`src/rtl/axi_crossbar_pkg.sv`:
```
// Shared types and width helpers for the AXI crossbar write path.
// Imported by the write mux and its one-hot select sub-module.
package axi_crossbar_pkg;

    typedef enum logic {
        IDLE = 1'b0,
        BUSY = 1'b1
    } state_t;

    function automatic int strb_w(input int dw);
        return dw / 8;
    endfunction

    function automatic int cnt_w(input int lw);
        return lw + 1;
    endfunction

endpackage

```
`src/rtl/axi_crossbar_onehot_mux.sv`:
```
// AND-OR select of one of N W-bit lanes by a one-hot vector.
// An all-zero select yields zero, which keeps idle outputs quiet.
module axi_crossbar_onehot_mux #(
    parameter int N = 3,
    parameter int W = 32
) (
    input  logic [N-1:0]   i_sel,
    input  logic [N*W-1:0] i_data,
    output logic [W-1:0]   o_data
);

    always_comb begin
        o_data = '0;
        for (int i = 0; i < N; i++) begin
            o_data = o_data | (i_data[i*W +: W] & {W{i_sel[i]}});
        end
    end

endmodule

```
`src/rtl/axi_crossbar_write_mux.sv`:
```
// Write-path owner of the crossbar slave port: locks one master from
// its AW grant until both AW and the WLAST beat have handshaken.
module axi_crossbar_write_mux
    import axi_crossbar_pkg::*;
#(
    parameter int AXI_REQUEST_NUM = 3,
    parameter int ADDR_WIDTH      = 32,
    parameter int DATA_WIDTH      = 32,
    parameter int LEN_WIDTH       = 8
) (
    input  logic                                         ACLK,
    input  logic                                         ARESETN,
    output logic [AXI_REQUEST_NUM-1:0]                   requests_o,
    input  logic [AXI_REQUEST_NUM-1:0]                   grant_i,
    input  logic [AXI_REQUEST_NUM-1:0]                   s_awvalid,
    output logic [AXI_REQUEST_NUM-1:0]                   s_awready,
    input  logic [AXI_REQUEST_NUM*ADDR_WIDTH-1:0]        s_awaddr,
    input  logic [AXI_REQUEST_NUM*LEN_WIDTH-1:0]         s_awlen,
    input  logic [AXI_REQUEST_NUM-1:0]                   s_wvalid,
    output logic [AXI_REQUEST_NUM-1:0]                   s_wready,
    input  logic [AXI_REQUEST_NUM*DATA_WIDTH-1:0]        s_wdata,
    input  logic [AXI_REQUEST_NUM*(DATA_WIDTH/8)-1:0]    s_wstrb,
    input  logic [AXI_REQUEST_NUM-1:0]                   s_wlast,
    output logic                                         m_awvalid,
    input  logic                                         m_awready,
    output logic [ADDR_WIDTH-1:0]                        m_awaddr,
    output logic [LEN_WIDTH-1:0]                         m_awlen,
    output logic                                         m_wvalid,
    input  logic                                         m_wready,
    output logic [DATA_WIDTH-1:0]                        m_wdata,
    output logic [DATA_WIDTH/8-1:0]                      m_wstrb,
    output logic                                         m_wlast,
    output logic [AXI_REQUEST_NUM-1:0]                   sel_o,
    output logic                                         len_err_o
);

    localparam int N  = AXI_REQUEST_NUM;
    localparam int SW = strb_w(DATA_WIDTH);
    localparam int CW = cnt_w(LEN_WIDTH);

    state_t               r_state;
    logic [N-1:0]         r_sel;
    logic                 r_aw_done;
    logic                 r_w_done;
    logic [CW-1:0]        r_beat_cnt;
    logic [LEN_WIDTH-1:0] r_len;
    logic                 r_len_err;

    logic [N-1:0]         w_gv;
    logic [N-1:0]         w_pick;
    logic [LEN_WIDTH-1:0] w_pick_len;
    logic                 w_awvalid;
    logic                 w_wvalid;
    logic                 w_wlast;
    logic                 w_aw_hs;
    logic                 w_w_hs;
    logic                 w_last_hs;
    logic                 w_cnt_eq;
    logic                 w_len_bad;
    logic                 w_done;

    // Defensive: reduce the qualified grant to its lowest set bit.
    assign w_gv   = grant_i & s_awvalid;
    assign w_pick = w_gv & (~w_gv + N'(1));

    axi_crossbar_onehot_mux #(.N(N), .W(LEN_WIDTH)) u_pick_len (
        .i_sel(w_pick), .i_data(s_awlen), .o_data(w_pick_len)
    );
    axi_crossbar_onehot_mux #(.N(N), .W(ADDR_WIDTH)) u_awaddr (
        .i_sel(r_sel), .i_data(s_awaddr), .o_data(m_awaddr)
    );
    axi_crossbar_onehot_mux #(.N(N), .W(LEN_WIDTH)) u_awlen (
        .i_sel(r_sel), .i_data(s_awlen), .o_data(m_awlen)
    );
    axi_crossbar_onehot_mux #(.N(N), .W(DATA_WIDTH)) u_wdata (
        .i_sel(r_sel), .i_data(s_wdata), .o_data(m_wdata)
    );
    axi_crossbar_onehot_mux #(.N(N), .W(SW)) u_wstrb (
        .i_sel(r_sel), .i_data(s_wstrb), .o_data(m_wstrb)
    );
    axi_crossbar_onehot_mux #(.N(N), .W(1)) u_awvalid (
        .i_sel(r_sel), .i_data(s_awvalid), .o_data(w_awvalid)
    );
    axi_crossbar_onehot_mux #(.N(N), .W(1)) u_wvalid (
        .i_sel(r_sel), .i_data(s_wvalid), .o_data(w_wvalid)
    );
    axi_crossbar_onehot_mux #(.N(N), .W(1)) u_wlast (
        .i_sel(r_sel), .i_data(s_wlast), .o_data(w_wlast)
    );

    assign requests_o = s_awvalid & {N{r_state == IDLE}};
    assign m_awvalid  = w_awvalid & ~r_aw_done;
    assign m_wvalid   = w_wvalid & ~r_w_done;
    assign m_wlast    = w_wlast;
    assign s_awready  = r_sel & {N{m_awready & ~r_aw_done}};
    assign s_wready   = r_sel & {N{m_wready & ~r_w_done}};
    assign sel_o      = r_sel;
    assign len_err_o  = r_len_err;

    assign w_aw_hs   = m_awvalid & m_awready;
    assign w_w_hs    = m_wvalid & m_wready;
    assign w_last_hs = w_w_hs & w_wlast;
    assign w_cnt_eq  = (r_beat_cnt == {1'b0, r_len});
    // Error when WLAST and the final-beat position disagree.
    assign w_len_bad = w_w_hs & (w_wlast ^ w_cnt_eq);
    assign w_done    = (r_aw_done | w_aw_hs) & (r_w_done | w_last_hs);

    always_ff @(posedge ACLK or negedge ARESETN) begin
        if (!ARESETN) begin
            r_state    <= IDLE;
            r_sel      <= '0;
            r_aw_done  <= 1'b0;
            r_w_done   <= 1'b0;
            r_beat_cnt <= '0;
            r_len      <= '0;
            r_len_err  <= 1'b0;
        end else begin
            r_len_err <= w_len_bad;
            unique case (r_state)
                IDLE: begin
                    if (|w_gv) begin
                        r_sel   <= w_pick;
                        r_len   <= w_pick_len;
                        r_state <= BUSY;
                    end
                end
                BUSY: begin
                    if (w_done) begin
                        r_state    <= IDLE;
                        r_sel      <= '0;
                        r_aw_done  <= 1'b0;
                        r_w_done   <= 1'b0;
                        r_beat_cnt <= '0;
                    end else begin
                        if (w_aw_hs) r_aw_done <= 1'b1;
                        if (w_last_hs) r_w_done <= 1'b1;
                        if (w_w_hs && r_beat_cnt != '1) begin
                            r_beat_cnt <= r_beat_cnt + 1'b1;
                        end
                    end
                end
            endcase
        end
    end

endmodule
```
`config.mk`:
```
export PLATFORM = sky130hd
export DESIGN_NAME = axi_crossbar_write_mux
export DESIGN_NICKNAME = d
export VERILOG_FILES = /design/src/rtl/axi_crossbar_pkg.sv /design/src/rtl/axi_crossbar_onehot_mux.sv /design/src/rtl/axi_crossbar_write_mux.sv
export SDC_FILE = /design/constraint.sdc
export NUM_CORES = 1
export LEC_CHECK = 0
export ABC_AREA = 1
export CORE_AREA = 2 2 130 132
export DETAILED_ROUTE_END_ITERATION = 12
export DIE_AREA = 0 0 132 134
export PLACE_DENSITY = 0.61
export SLEW_MARGIN = 0
export SYNTH_ARGS = -nofsm -noshare
export SYNTH_HDL_FRONTEND = slang
export SYNTH_SLANG_ARGS = --single-unit
export TNS_END_PERCENT = 20
```
`constraint.sdc`:
```
create_clock -name ACLK -period 2.5 [get_ports ACLK]
set_input_delay 0.5 -clock ACLK [delete_from_list [all_inputs] [get_ports ACLK]]
set_output_delay 0.5 -clock ACLK [all_outputs]
set_load 0.02 [all_outputs]
```
[After elaboration in Yosys (flattened, before gate mapping)]
Cells that the tools add are included.
Cells by class
  eq/ne operators: 4
  reductions and logical operators: 10
  $add $sub $neg: 2
  bitwise gates (word level): 61
  mux-type cells: 12
Operators with widths (number)
  $and A32 B32 Y32: 6
  $or A32 B32 Y32: 4
  $and A8 B8 Y8: 6
  $or A8 B8 Y8: 4
  $and A1 B1 Y1: 18
  $mux W9: 2
  $and A3 B3 Y3: 5
  $and A4 B4 Y4: 3
  $reduce_and A2 Y1: 5
  $add A9 B1 Y9 const B: 1
  $eq A9 B8 Y1: 1
  $ne A9 B9 Y1 const B: 1
  $or A1 B1 Y1: 8
  $or A4 B4 Y4: 2
  $mux W1: 6
  $mux W3: 2
  $pmux W3 S2: 1
  $reduce_bool A2 Y1: 3
  $ne A2 B1 Y1 const B: 2
  $add A3 B1 Y3 const B: 1
  $not A1 Y1: 3
  $not A3 Y3: 1
  $reduce_or A3 Y1: 1
  $pmux W1 S2: 1
  2 further kinds: 2
Word-level totals
  bits in registers: 24
  output and inout bits: 92
  input port bits: 244

[Longest topological paths before layout]
  depth in word-level cells: 10
  mapped depth: 11
  gate-level depth less buffers: 11

[By module]
Synthesis repeated with hierarchy kept, for this count alone.
Second synthesis, totals
  cell total of the unflattened synthesis: 556
  area total of the unflattened synthesis: 3373.2 um^2
Modules (own cells, without submodules)
  axi_crossbar_onehot_mux (u_awaddr ...): sequential area each 0.0 um^2, cells each 137, instances 2, area each 782.0 um^2
  axi_crossbar_write_mux: sequential area each 600.6 um^2, cells each 184, instances 1, area each 1405.1 um^2
  axi_crossbar_onehot_mux (u_awlen ...): sequential area each 0.0 um^2, cells each 35, instances 2, area each 145.1 um^2
  axi_crossbar_onehot_mux (u_wstrb): sequential area each 0.0 um^2, cells each 16, instances 1, area each 65.1 um^2
  axi_crossbar_onehot_mux (u_awvalid ...): sequential area each 0.0 um^2, cells each 4, instances 3, area each 16.3 um^2

[Worst setup path after synthesis]
Ideal clock, no wire load.
  path kind: flip-flop to output port
  start point: reg r_sel[1] (netlist: sel_o[1])
  end point: out m_awlen[0]
  path buffers: 1
  arrival time: 1.264 ns
  required time: 2.000 ns
  cell stages (with the launch flop): 4
  setup slack: 0.736 ns
  cells stage by stage: dfrtp_1 buf_4 clkinv_1 o221ai_1
Between the ends
  cells in the longest elaborated chain, start to end: 3
Ends and longest elaborated chain
  from (decl): line axi_crossbar_write_mux.sv:42  | logic [N-1:0] r_sel;
  from (signal assigned): line axi_crossbar_write_mux.sv:122  | r_sel <= w_pick;
  $and A8 B8 Y8: line axi_crossbar_onehot_mux.sv:15  | o_data = o_data | (i_data[i*W +: W] & {W{i_sel[i]}});
  $or A8 B8 Y8 (2 in a row): line axi_crossbar_onehot_mux.sv:15
  to (decl): line axi_crossbar_write_mux.sv:27  | output logic [LEN_WIDTH-1:0] m_awlen,
No other way between the ends.

[Final worst setup path]
  start point: in s_awvalid[2]
  end point: out m_awvalid
Between the ends
  cells in the longest elaborated chain, start to end: 3
Ends and longest elaborated chain
  from (decl): line axi_crossbar_write_mux.sv:15  | input logic [AXI_REQUEST_NUM-1:0] s_awvalid,
  $and A1 B1 Y1: line axi_crossbar_onehot_mux.sv:15
  $or A1 B1 Y1: line axi_crossbar_onehot_mux.sv:15
  $and A1 B1 Y1: line axi_crossbar_write_mux.sv:92  | assign m_awvalid = w_awvalid & ~r_aw_done;
  to (decl): line axi_crossbar_write_mux.sv:24  | output logic m_awvalid,
No other way between the ends.

==> flow_metrics.tcl <==
set metrics [dict create \
    r2r_cells 11 \
    unrepaired_setup_endpoints_after_global_routing "false" \
    layout.nets 1140 \
    cap_viol_max_count 0 \
    layout.filler_cells 1759 \
    worstSetupStartpoint "s_awvalid[2]" \
    cts_max_level 1 \
    cp_data_arrival_time_ns 1.92 \
    worst_margin_pin_slew_ns 0.456 \
    power_density_over_cell_area_nw_per_um2 954 \
    viasPerCell 4.29 \
    timing.critical_path.to_type "output port" \
    synthesis.instances 570 \
    number_of_antenna_violations_at_the_first_check_in_global_routing 4 \
    ys_top_cells_by_area "sky130_fd_sc_hd__nand2_1 35%, sky130_fd_sc_hd__dfrtp_1 20%, sky130_fd_sc_hd__nand3_1 16%, sky130_fd_sc_hd__inv_1 6.9%, sky130_fd_sc_hd__nor2_1 2.7%" \
    antenna_left 0 \
    timing.slew.headroom 0.696 \
    routed_wirelength_um 17100 \
    worst_setup_hold_path_clk_slew_ns 0.06 \
    vias_in_the_first_global_route 4644 \
    hpwlAfterDp_um 14200 \
    power_leakage_nw 3.05 \
    cts_tree "yes" \
    post-route-drc-count 0 \
    run_status "finished, final reports clean" \
    setup.worst_path.class "primary input to output port" \
    globalplace.congestion 0.878 \
    finalMaxSlewViolations 0 \
    synth_largest_area_cell "sky130_fd_sc_hd__nand2_1" \
    die_w_um 132 \
    cts_root_buffer "sky130_fd_sc_hd__clkbuf_16" \
    drt-pass1-iter-count 4 \
    ports 336 \
    fin_crit_ns 2.42 \
    clock_insertion_delay_worst_skew_ns 0.26 \
    synth.lib_cells_used.distinct 26 \
    fp.dieArea_um2 17700 \
    area.growth.synth_to_final_pct 124 \
    worst-r2r-setup-slack_ns 0.60 \
    place_worst_setup_slack_ns 0.0575 \
    finClkSkew_ns 0.00447 \
    core_area_um2 16300 \
    placed_area_um2 6660 \
    mean_instance_size_in_the_synthesized_netlist_um2 5.28 \
    wl_per_cell_um 15.3 \
    chipHeight_um 134 \
    irDropWorstVdd_uv 499 \
    synth_area_um2 3010 \
    cts_inserted_buffers 3 \
    report.final.setup_viol 0 \
    initial_utilization 0.185 \
    port-buffer-count 335 \
    fmaxAchievable_mhz 413 \
    grtUsageTotal 0.185 \
    grt_first_pass_wirelength_um 26100 \
    timing.final.hold_violations 0 \
    synth_nets 816 \
    num_antenna_cells 0 \
    post-route-period-util 0.969 \
    ys_seq_elements 24 \
    r2r_path_start "r_beat_cnt[0]$_DFFE_PN0P_" \
    numClockSinks 24 \
    grt_max_degree 69 \
    floorplan.rows 47 \
    r2r-end "r_beat_cnt[6]$_DFFE_PN0P_" \
    critical_path_startpoint_category "primary input" \
    ys.warnings.count 0 \
    timing.setup.tns_ns 0 \
    worst-endpoint-required_ns 2.00 \
    grt_overflow 0 \
    cts-root-to-sink-buffers 2 \
    worst-path-max-fanout 4 \
    design_area_um2 6750 \
    synthDominantCellAreaShare 0.349 \
    cp-endpoint "m_awvalid" \
    post-route-worst-setup-slack_ns 0.0775 \
    dr_total_vias 4775 \
    layout-drive-gt1-share 0.0403 \
    initialDrtViolationCount 218 \
    synth-seq-area-share 0.199 \
    hold_path.class "flop to flop" \
]
-- metrics by stage --
stage	util	hold WS, ns	instances	power [W]
global route	0.414	0.539	1113	0.00688
finish	0.414	0.507	1113	0.00644
CTS	0.414	0.510	1113	0.00653
floorplan	-	0.204	570	0.00340
detailed placement	0.409	0.494	1109	0.00613
global placement	0.409	0.494	1109	0.00613
-- registers in the layout (all words and copies together), names as in the netlist --
register,flops
r_beat_cnt,9
r_aw_done,1
sel_o,3
len_err_o,1
r_len,8
r_w_done,1
r_state,1
-- metal layers --
metal / up-vias / track usage / routed length (um)
met5: - / 0 / 57
met4: 8 / 0.0453 / 428
met3: 34 / 0.0688 / 1810
met2: 251 / 0.307 / 7690
met1: 2034 / 0.228 / 7080
li1: 2448 / - / -
-- synthesized netlist by cell type, drive strengths merged --
master	count
inv	55
ha	2
o22ai	8
o221ai	8
xor2	3
dfrtp	24
nor2	23
nand2	288
clkinv	3
nand4	4
clkbuf	14
nor3	2
nand3b	2
buf	15
nand3	98
a21oi	7
o21ai	14
-- timing repair --
action                     in CTS  in global routing
setup endpoints to repair       6                  4
hold buffers                    0                  0
buffers inserted                0                  0
resized for setup               2                  4
-- report_power, final --
| part | internal [W] | switching (W) |
|---|---|---|
| Sequential | 0.000517 | 0.000146 |
| Combinational | 0.00240 | 0.00301 |
| Clock | 0.000218 | 0.000141 |
-- cell usage in the layout, fill, tap and decap left out, types with 8 or more instances in the layout --
cell type and instances:
sky130_fd_sc_hd__nand3_1 94, sky130_fd_sc_hd__inv_1 55, sky130_fd_sc_hd__o221ai_1 8, sky130_fd_sc_hd__o21ai_0 12, sky130_fd_sc_hd__clkdlybuf4s50_1 330, sky130_fd_sc_hd__dfrtp_1 21
sky130_fd_sc_hd__o22ai_1 8, sky130_fd_sc_hd__nand2_1 280, sky130_fd_sc_hd__buf_4 9, sky130_fd_sc_hd__nor2_1 22
-- worst max-delay path, stage by stage --
cell	delay [ns]
sky130_fd_sc_hd__clkdlybuf4s50_1	0.56
sky130_fd_sc_hd__nand2_1	0.07
sky130_fd_sc_hd__nand3_1	0.08
sky130_fd_sc_hd__nand2_1	0.06
sky130_fd_sc_hd__inv_1	0.05
sky130_fd_sc_hd__clkdlybuf4s50_1	0.60
-- cell families (layout without fill, tap and decap cells) --
kind of cell / Yosys count / after routing / synth area share
xor gates and xnor gates: 3 / 3 / 0.00873
and+or+nand+nor: 417 / 417 / 0.587
buffers and inverters: 87 / 410 / 0.122
AOI/OAI and AO/OA: 37 / 37 / 0.0748
DFF: 24 / 24 / 0.199
adders and majority gates: 2 / 2 / 0.00831
-- layout make-up --
class / instances / area, um^2 / share of cell area
clock buffers: 4 / 78.8 / 0.0117
inverters: 58 / 225 / 0.0334
multi-input cells: 459 / 2040 / 0.303
flip-flops and latches: 24 / 604 / 0.0895
well taps: 220 / 275 / 0.0408
repair buffers: 348 / 3520 / 0.522
-- worst min-delay path by stage --
stage | start | to | slack (ns) | depth (start not counted)
2_1_floorplan | ARESETN | len_err_o$_DFF_PN0_ | 0.20 | 0
4_1_cts | r_len[1]$_DFFE_PN0P_ | r_len[1]$_DFFE_PN0P_ | 0.51 | 2
6_report | r_len[1]$_DFFE_PN0P_ | r_len[1]$_DFFE_PN0P_ | 0.51 | 2
3_5_place_dp | r_len[0]$_DFFE_PN0P_ | r_len[0]$_DFFE_PN0P_ | 0.49 | 2
3_3_place_gp | r_len[1]$_DFFE_PN0P_ | r_len[1]$_DFFE_PN0P_ | 0.49 | 2
5_1_grt | r_len[1]$_DFFE_PN0P_ | r_len[1]$_DFFE_PN0P_ | 0.54 | 2
Note: power is estimated with default switching activity, not from simulation.
